==> src/rtl/pipelined_adder_tree.sv <==
// Pipelined signed adder tree feeding a saturating multi-beat window accumulator.
// Reports land one register after the accumulator, so each report reads a settled acc value.
module pipelined_adder_tree #(
    parameter int N_STAGE    = 5,
    parameter int IN_BITS    = 2,
    parameter int PIPE_EVERY = 1,
    parameter int ACC_BITS   = 12
) (
    input  logic                               clk,
    input  logic                               rst_n,
    input  logic                               in_valid,
    input  logic                               in_first,
    input  logic                               in_last,
    input  logic [(2**N_STAGE)*IN_BITS-1:0]    x,
    output logic                               out_valid,
    output logic signed [ACC_BITS-1:0]         sum_out,
    output logic                               out_sat
);
    localparam int NIN = 2**N_STAGE;
    localparam int TW  = IN_BITS + N_STAGE;
    localparam int AW  = ACC_BITS + 1;

    // Every node is carried at the final width; bits above IN_BITS+s are pure sign extension.
    for (genvar s = 0; s <= N_STAGE; s++) begin : g_stg
        localparam int CNT = NIN >> s;
        logic signed [TW-1:0] node [CNT];
        logic                 v, f, l;

        if (s == 0) begin : g_in
            always_comb begin
                for (int j = 0; j < CNT; j++) begin
                    node[j] = {{N_STAGE{x[j*IN_BITS+IN_BITS-1]}}, x[j*IN_BITS +: IN_BITS]};
                end
            end
            assign v = in_valid;
            assign f = in_first;
            assign l = in_last;
        end else begin : g_add
            logic signed [TW-1:0] sum [CNT];

            always_comb begin
                for (int j = 0; j < CNT; j++) begin
                    sum[j] = g_stg[s-1].node[2*j] + g_stg[s-1].node[2*j+1];
                end
            end

            if ((s % PIPE_EVERY == 0) || (s == N_STAGE)) begin : g_reg
                logic signed [TW-1:0] node_q [CNT];
                logic                 v_q, f_q, l_q;

                always_ff @(posedge clk or negedge rst_n) begin
                    if (!rst_n) begin
                        v_q <= 1'b0;
                        f_q <= 1'b0;
                        l_q <= 1'b0;
                    end else begin
                        v_q <= g_stg[s-1].v;
                        f_q <= g_stg[s-1].f;
                        l_q <= g_stg[s-1].l;
                    end
                end

                always_ff @(posedge clk) begin
                    node_q <= sum;
                end

                assign node = node_q;
                assign v    = v_q;
                assign f    = f_q;
                assign l    = l_q;
            end else begin : g_comb
                assign node = sum;
                assign v    = g_stg[s-1].v;
                assign f    = g_stg[s-1].f;
                assign l    = g_stg[s-1].l;
            end
        end
    end

    logic signed [TW-1:0]       tree;
    logic                       tv, tf, tl;
    logic signed [AW-1:0]       t, base, raw;
    logic                       restart, ovf;
    logic signed [ACC_BITS-1:0] acc_d, acc_q;
    logic                       sat_d, sat_q;
    logic                       open_q, pend_q;
    logic                       out_valid_q, out_sat_q;
    logic signed [ACC_BITS-1:0] sum_out_q;

    assign tree = g_stg[N_STAGE].node[0];
    assign tv   = g_stg[N_STAGE].v;
    assign tf   = g_stg[N_STAGE].f;
    assign tl   = g_stg[N_STAGE].l;

    // One guard bit above the accumulator: acc + t always fits, so overflow is a top-two-bit disagreement.
    always_comb begin
        restart = tf | ~open_q;
        t       = {{(AW-TW){tree[TW-1]}}, tree};
        base    = restart ? '0 : {acc_q[ACC_BITS-1], acc_q};
        raw     = base + t;
        ovf     = raw[AW-1] ^ raw[AW-2];
        if (ovf) begin
            acc_d = raw[AW-1] ? {1'b1, {(ACC_BITS-1){1'b0}}} : {1'b0, {(ACC_BITS-1){1'b1}}};
        end else begin
            acc_d = raw[ACC_BITS-1:0];
        end
        sat_d = ovf | (~restart & sat_q);
    end

    always_ff @(posedge clk or negedge rst_n) begin
        if (!rst_n) begin
            acc_q       <= '0;
            sat_q       <= 1'b0;
            open_q      <= 1'b0;
            pend_q      <= 1'b0;
            out_valid_q <= 1'b0;
            sum_out_q   <= '0;
            out_sat_q   <= 1'b0;
        end else begin
            pend_q      <= tv & tl;
            out_valid_q <= pend_q;
            if (tv) begin
                acc_q  <= acc_d;
                sat_q  <= sat_d;
                open_q <= ~tl;
            end
            if (pend_q) begin
                sum_out_q <= acc_q;
                out_sat_q <= sat_q;
            end
        end
    end

    assign out_valid = out_valid_q;
    assign sum_out   = sum_out_q;
    assign out_sat   = out_sat_q;
endmodule

==> config.mk <==
export PLATFORM = sky130hd
export DESIGN_NAME = pipelined_adder_tree
export DESIGN_NICKNAME = d
export VERILOG_FILES = /design/src/rtl/pipelined_adder_tree.sv
export SDC_FILE = /design/constraint.sdc
export NUM_CORES = 1
export LEC_CHECK = 0
export CORE_MARGIN = 2
export CORE_UTILIZATION = 51
export CTS_CLUSTER_DIAMETER = 60
export DETAILED_ROUTE_END_ITERATION = 12
export GPL_ROUTABILITY_DRIVEN = 0
export MAX_ROUTING_LAYER = met4
export PLACE_DENSITY = 0.76
export REMOVE_ABC_BUFFERS = 1
export SKIP_CTS_REPAIR_TIMING = 1
export SYNTH_ARGS = -nofsm -noshare
export SYNTH_HDL_FRONTEND = slang
export SYNTH_SLANG_ARGS = --single-unit
==> constraint.sdc <==
create_clock -name clk -period 2.79 [get_ports clk]
set_clock_uncertainty 0.15 [all_clocks]
set_input_delay 0.837 -clock clk [delete_from_list [all_inputs] [get_ports clk]]
set_output_delay 0.837 -clock clk [all_outputs]
set_load 0.02 [all_outputs]
==> impl_metrics.yaml <==
status:
  run_status: "finished with violations"
  failing_checks: "negative setup slack"
critical_path:
  worst-r2r-setup-slack_ns: -0.04
  crit_type: "reg -> reg"
  timing.critical_path.from_type: "flop"
  crit_required_ns: 2.97
  type_of_element_capturing_the_critical_path: "flop"
  cp_slowest_cell: "sky130_fd_sc_hd__dfrtp_1"
  regToRegStartpoint: "g_stg[5].f$_DFF_PN0_"
  slowest_delay_ns: 0.39
  r2r_end: "acc_q[7]$_DFFE_PN0P_"
  critPathMaxFanout: 8
  data_arrival_time_of_the_critical_path_ns: 3.01
  worstSetupStartpoint: "g_stg[5].f$_DFF_PN0_"
  r2r.worst_path.cells: 13
  crit_chain: "nor2b_4, and2_4, ha_4, inv_2, fa_2, nand2b_4, a21oi_4, o31ai_4, a21boi_2, o31a_1, buf_12, a22oi_2, o22ai_2"
layout:
  final_net_count: 987
  sequential_cell_area_mm2: 0.00348
  antenna_diode_count: 0
  final_util_pct: 66.6
  synthToLayoutAreaGrowth_pct: 26.6
  post_route_cells_drive_above_1_share_pct: 16.5
  stdcell_area_mm2: 0.00971
  num-fill-cells: 1039
  multiInputGateArea_mm2: 0.00382
die:
  placement_rows: 44
  effective_utilization_at_floorplan_pct: 52.6
  core_area_mm2: 0.0146
  fp.dieArea_mm2: 0.0160
  die_h_um: 127
  chipWidth_um: 127
  io_pins: 83
placed_design:
  place_hpwl_mm: 9.85
  portBuffers: 82
  dpl_cell_area_mm2: 0.00883
sta:
  finalWorstPathRequiredPeriod_ns: 2.83
  max_freq_ghz: 0.354
  worst_slew_margin_rel_pct: 43.5
  tightestPinTransition_ns: 0.848
  hold_viol: 0
  tns_ns: -0.173
  whs_ns: 0.201
  setup_violations: 9
  rsz0062_at_grt: "yes"
  final_critical_path_setup_slack_ns: -0.0384
  timing_max_transition_violations_final: 0
  final_min_period_over_clock_period_pct: 101
drt:
  drt-initial-drc-count: 216
  vias_per_cell: 4.86
  wirelength_mm: 13.2
  routedWlPerCell_um: 13.4
  route.vias.total: 4782
  ant_nets: 0
  remaining_drc_errors: 0
  firstDrtPassIters: 4
yosys:
  postSynthAreaPerCell_um2: 11.5
  synth_enable_flop_cells: 0
  synth_area_leader_cell: "sky130_fd_sc_hd__dfxtp_1"
  synth_largest_type_area_fraction_pct: 31.1
  synth_cell_area_mm2: 0.00767
  ys.flop_type: "sky130_fd_sc_hd__dfxtp_1"
  netlist_top_cells_area: "sky130_fd_sc_hd__dfxtp_1, sky130_fd_sc_hd__dfrtp_1, sky130_fd_sc_hd__ha_1, sky130_fd_sc_hd__fa_1, sky130_fd_sc_hd__inv_1"
  seq_area_frac_synth_pct: 45.4
  netlist_instances: 667
  asyncSetResetFlopFracSynth_pct: 27.0
  synth_cell_types: 48
  yosysWarnings: 0
  yosys_register_bits: 163
power_and_ir_drop:
  peakVddDrop_mv: 0.618
  leakagePower_uw: 0.00456
  ratio_of_total_power_to_cell_area_mw_per_mm2: 1040
clocking:
  clk_root_buffer_cell: "sky130_fd_sc_hd__clkbuf_16"
  path_clk_slew_ns: 0.06
  cts_tree: "yes"
  insertion_delay_ns: 0.42
  cts.htree.levels: 4
  clock_sinks: 163
  clockBufferDepth: 2
  numCtsBuffers: 17
global_routing:
  grt_remaining_overflow: 0
  number_of_global_route_vias_before_repair: 5294
  grt_pass1_wl_mm: 22.6
  grt_antenna_before_repair: 0
  grt_start_max_net_pins: 45
  global_routing_usage_summed_across_all_routing_layers_pct: 18.1
min_path:
  holdCritStartpoint: "g_stg[4].f$_DFF_PN0_"
  whs_endpoint: "g_stg[5].f$_DFF_PN0_"
  timing.hold.worst.class: "reg -> reg"
  min_delay_path_depth: 0
run:
  timing.max_cap.violations: 0
-- registers in the layout, summed over array words and instances (netlist names) --
signal / flops
sat_q: 1
g_stg.f: 5
open_q: 1
acc_q: 12
out_valid: 1
out_sat: 1
g_stg.g_add.g_reg.node_q: 119
g_stg.g_add.g_reg.v_q: 5
g_stg.g_add.g_reg.l_q: 5
pend_q: 1
sum_out: 12
-- metrics by stage --
step	std cells	setup slack [ns]	total power [uW]
4_1_cts	977	-0.370	9730
3_3_place_gp	945	-0.120	7150
2_1_floorplan	660	-0.295	6180
3_5_place_dp	945	-0.319	7400
6_report	983	-0.0384	10100
5_1_grt	983	-0.166	10800
-- cells in the mapped netlist, types with 7 or more instances --
library cell,count
sky130_fd_sc_hd__o21ai_0,12
sky130_fd_sc_hd__a21oi_1,25
sky130_fd_sc_hd__o22ai_1,12
sky130_fd_sc_hd__nand2b_1,7
sky130_fd_sc_hd__ha_1,84
sky130_fd_sc_hd__dfrtp_1,44
sky130_fd_sc_hd__inv_1,152
sky130_fd_sc_hd__nand2_1,7
sky130_fd_sc_hd__fa_1,48
sky130_fd_sc_hd__a211oi_1,8
sky130_fd_sc_hd__a21oi_2,8
sky130_fd_sc_hd__and2_1,12
sky130_fd_sc_hd__dfxtp_1,119
sky130_fd_sc_hd__xnor2_1,31
sky130_fd_sc_hd__mux2_2,25
sky130_fd_sc_hd__nor2_1,9
sky130_fd_sc_hd__a21o_1,12
-- critical path, delay by kind of cell, from the launching register on --
| kind | cells | cell delay, ns |
|---|---|---|
| adder cells (fa/ha/maj) | 2 | 0.49 |
| AND/OR/NAND/NOR | 3 | 0.57 |
| flip-flops | 1 | 0.39 |
| buffers and inverters | 2 | 0.21 |
| AO/OA/AOI/OAI | 6 | 0.94 |
-- metal layers --
layer  up-vias  GRT usage [%]  share of wire [%]
met5         -              -                  0
met4         0           7.37                2.6
met3        28           5.02                3.7
met2        96           32.6                 55
met1      2306           18.6                 39
li1       2352              -                  -
-- worst max-delay path by stage --
| stage | end | slack [ns] | cells past startpoint |
|---|---|---|---|
| 5_1_grt | acc_q[0]$_DFFE_PN0P_ | -0.17 | 13 |
| 2_1_floorplan | acc_q[10]$_DFFE_PN0P_ | -0.29 | 12 |
| 3_5_place_dp | acc_q[7]$_DFFE_PN0P_ | -0.32 | 13 |
| 6_report | acc_q[7]$_DFFE_PN0P_ | -0.04 | 13 |
| 4_1_cts | acc_q[7]$_DFFE_PN0P_ | -0.37 | 13 |
| 3_3_place_gp | acc_q[1]$_DFFE_PN0P_ | -0.12 | 13 |
-- logic make-up (layout without fill, tap and decap cells) --
| logic type | after synthesis | in the layout | share of synthesized area [%] |
|---|---|---|---|
| adders and majority gates | 132 | 132 | 26.2 |
| and+or+nand+nor | 54 | 55 | 3.96 |
| AOI/OAI and AO/OA | 99 | 99 | 8.71 |
| DFF | 163 | 163 | 45.4 |
| xor gates and xnor gates | 34 | 34 | 3.88 |
| muxes | 26 | 26 | 3.87 |
| buffers and inverters | 159 | 290 | 7.94 |
-- final cells by class --
cell class | instances | share of cell area, %
multi-input cells | 346 | 39.3
flip-flops and latches | 163 | 35.9
well taps | 184 | 2.37
repair buffers | 106 | 10.6
clock inverters | 15 | 1.60
clock buffers | 17 | 4.38
inverters | 152 | 5.87
-- report_power, final --
group | switching, uW | internal [uW]
Sequential | 420 | 3110
Combinational | 2130 | 2150
Clock | 951 | 1320
-- cell usage in the layout (no fill, tap or decap), drive strengths merged, types with 4 or more instances in the layout --
cell / instances
clkbuf: 18
dfxtp: 119
and2: 12
a21o: 12
nor2: 10
buf: 24
fa: 48
xnor2: 31
o21bai: 4
clkdlybuf4s50: 81
ha: 84
nand2b: 7
dfrtp: 44
o22ai: 12
nand3: 6
mux2: 26
clkinv: 7
a211oi: 9
o21ai: 13
inv: 156
nand2: 7
nor2b: 5
a21oi: 33
Note: power is estimated with default switching activity, not from simulation.
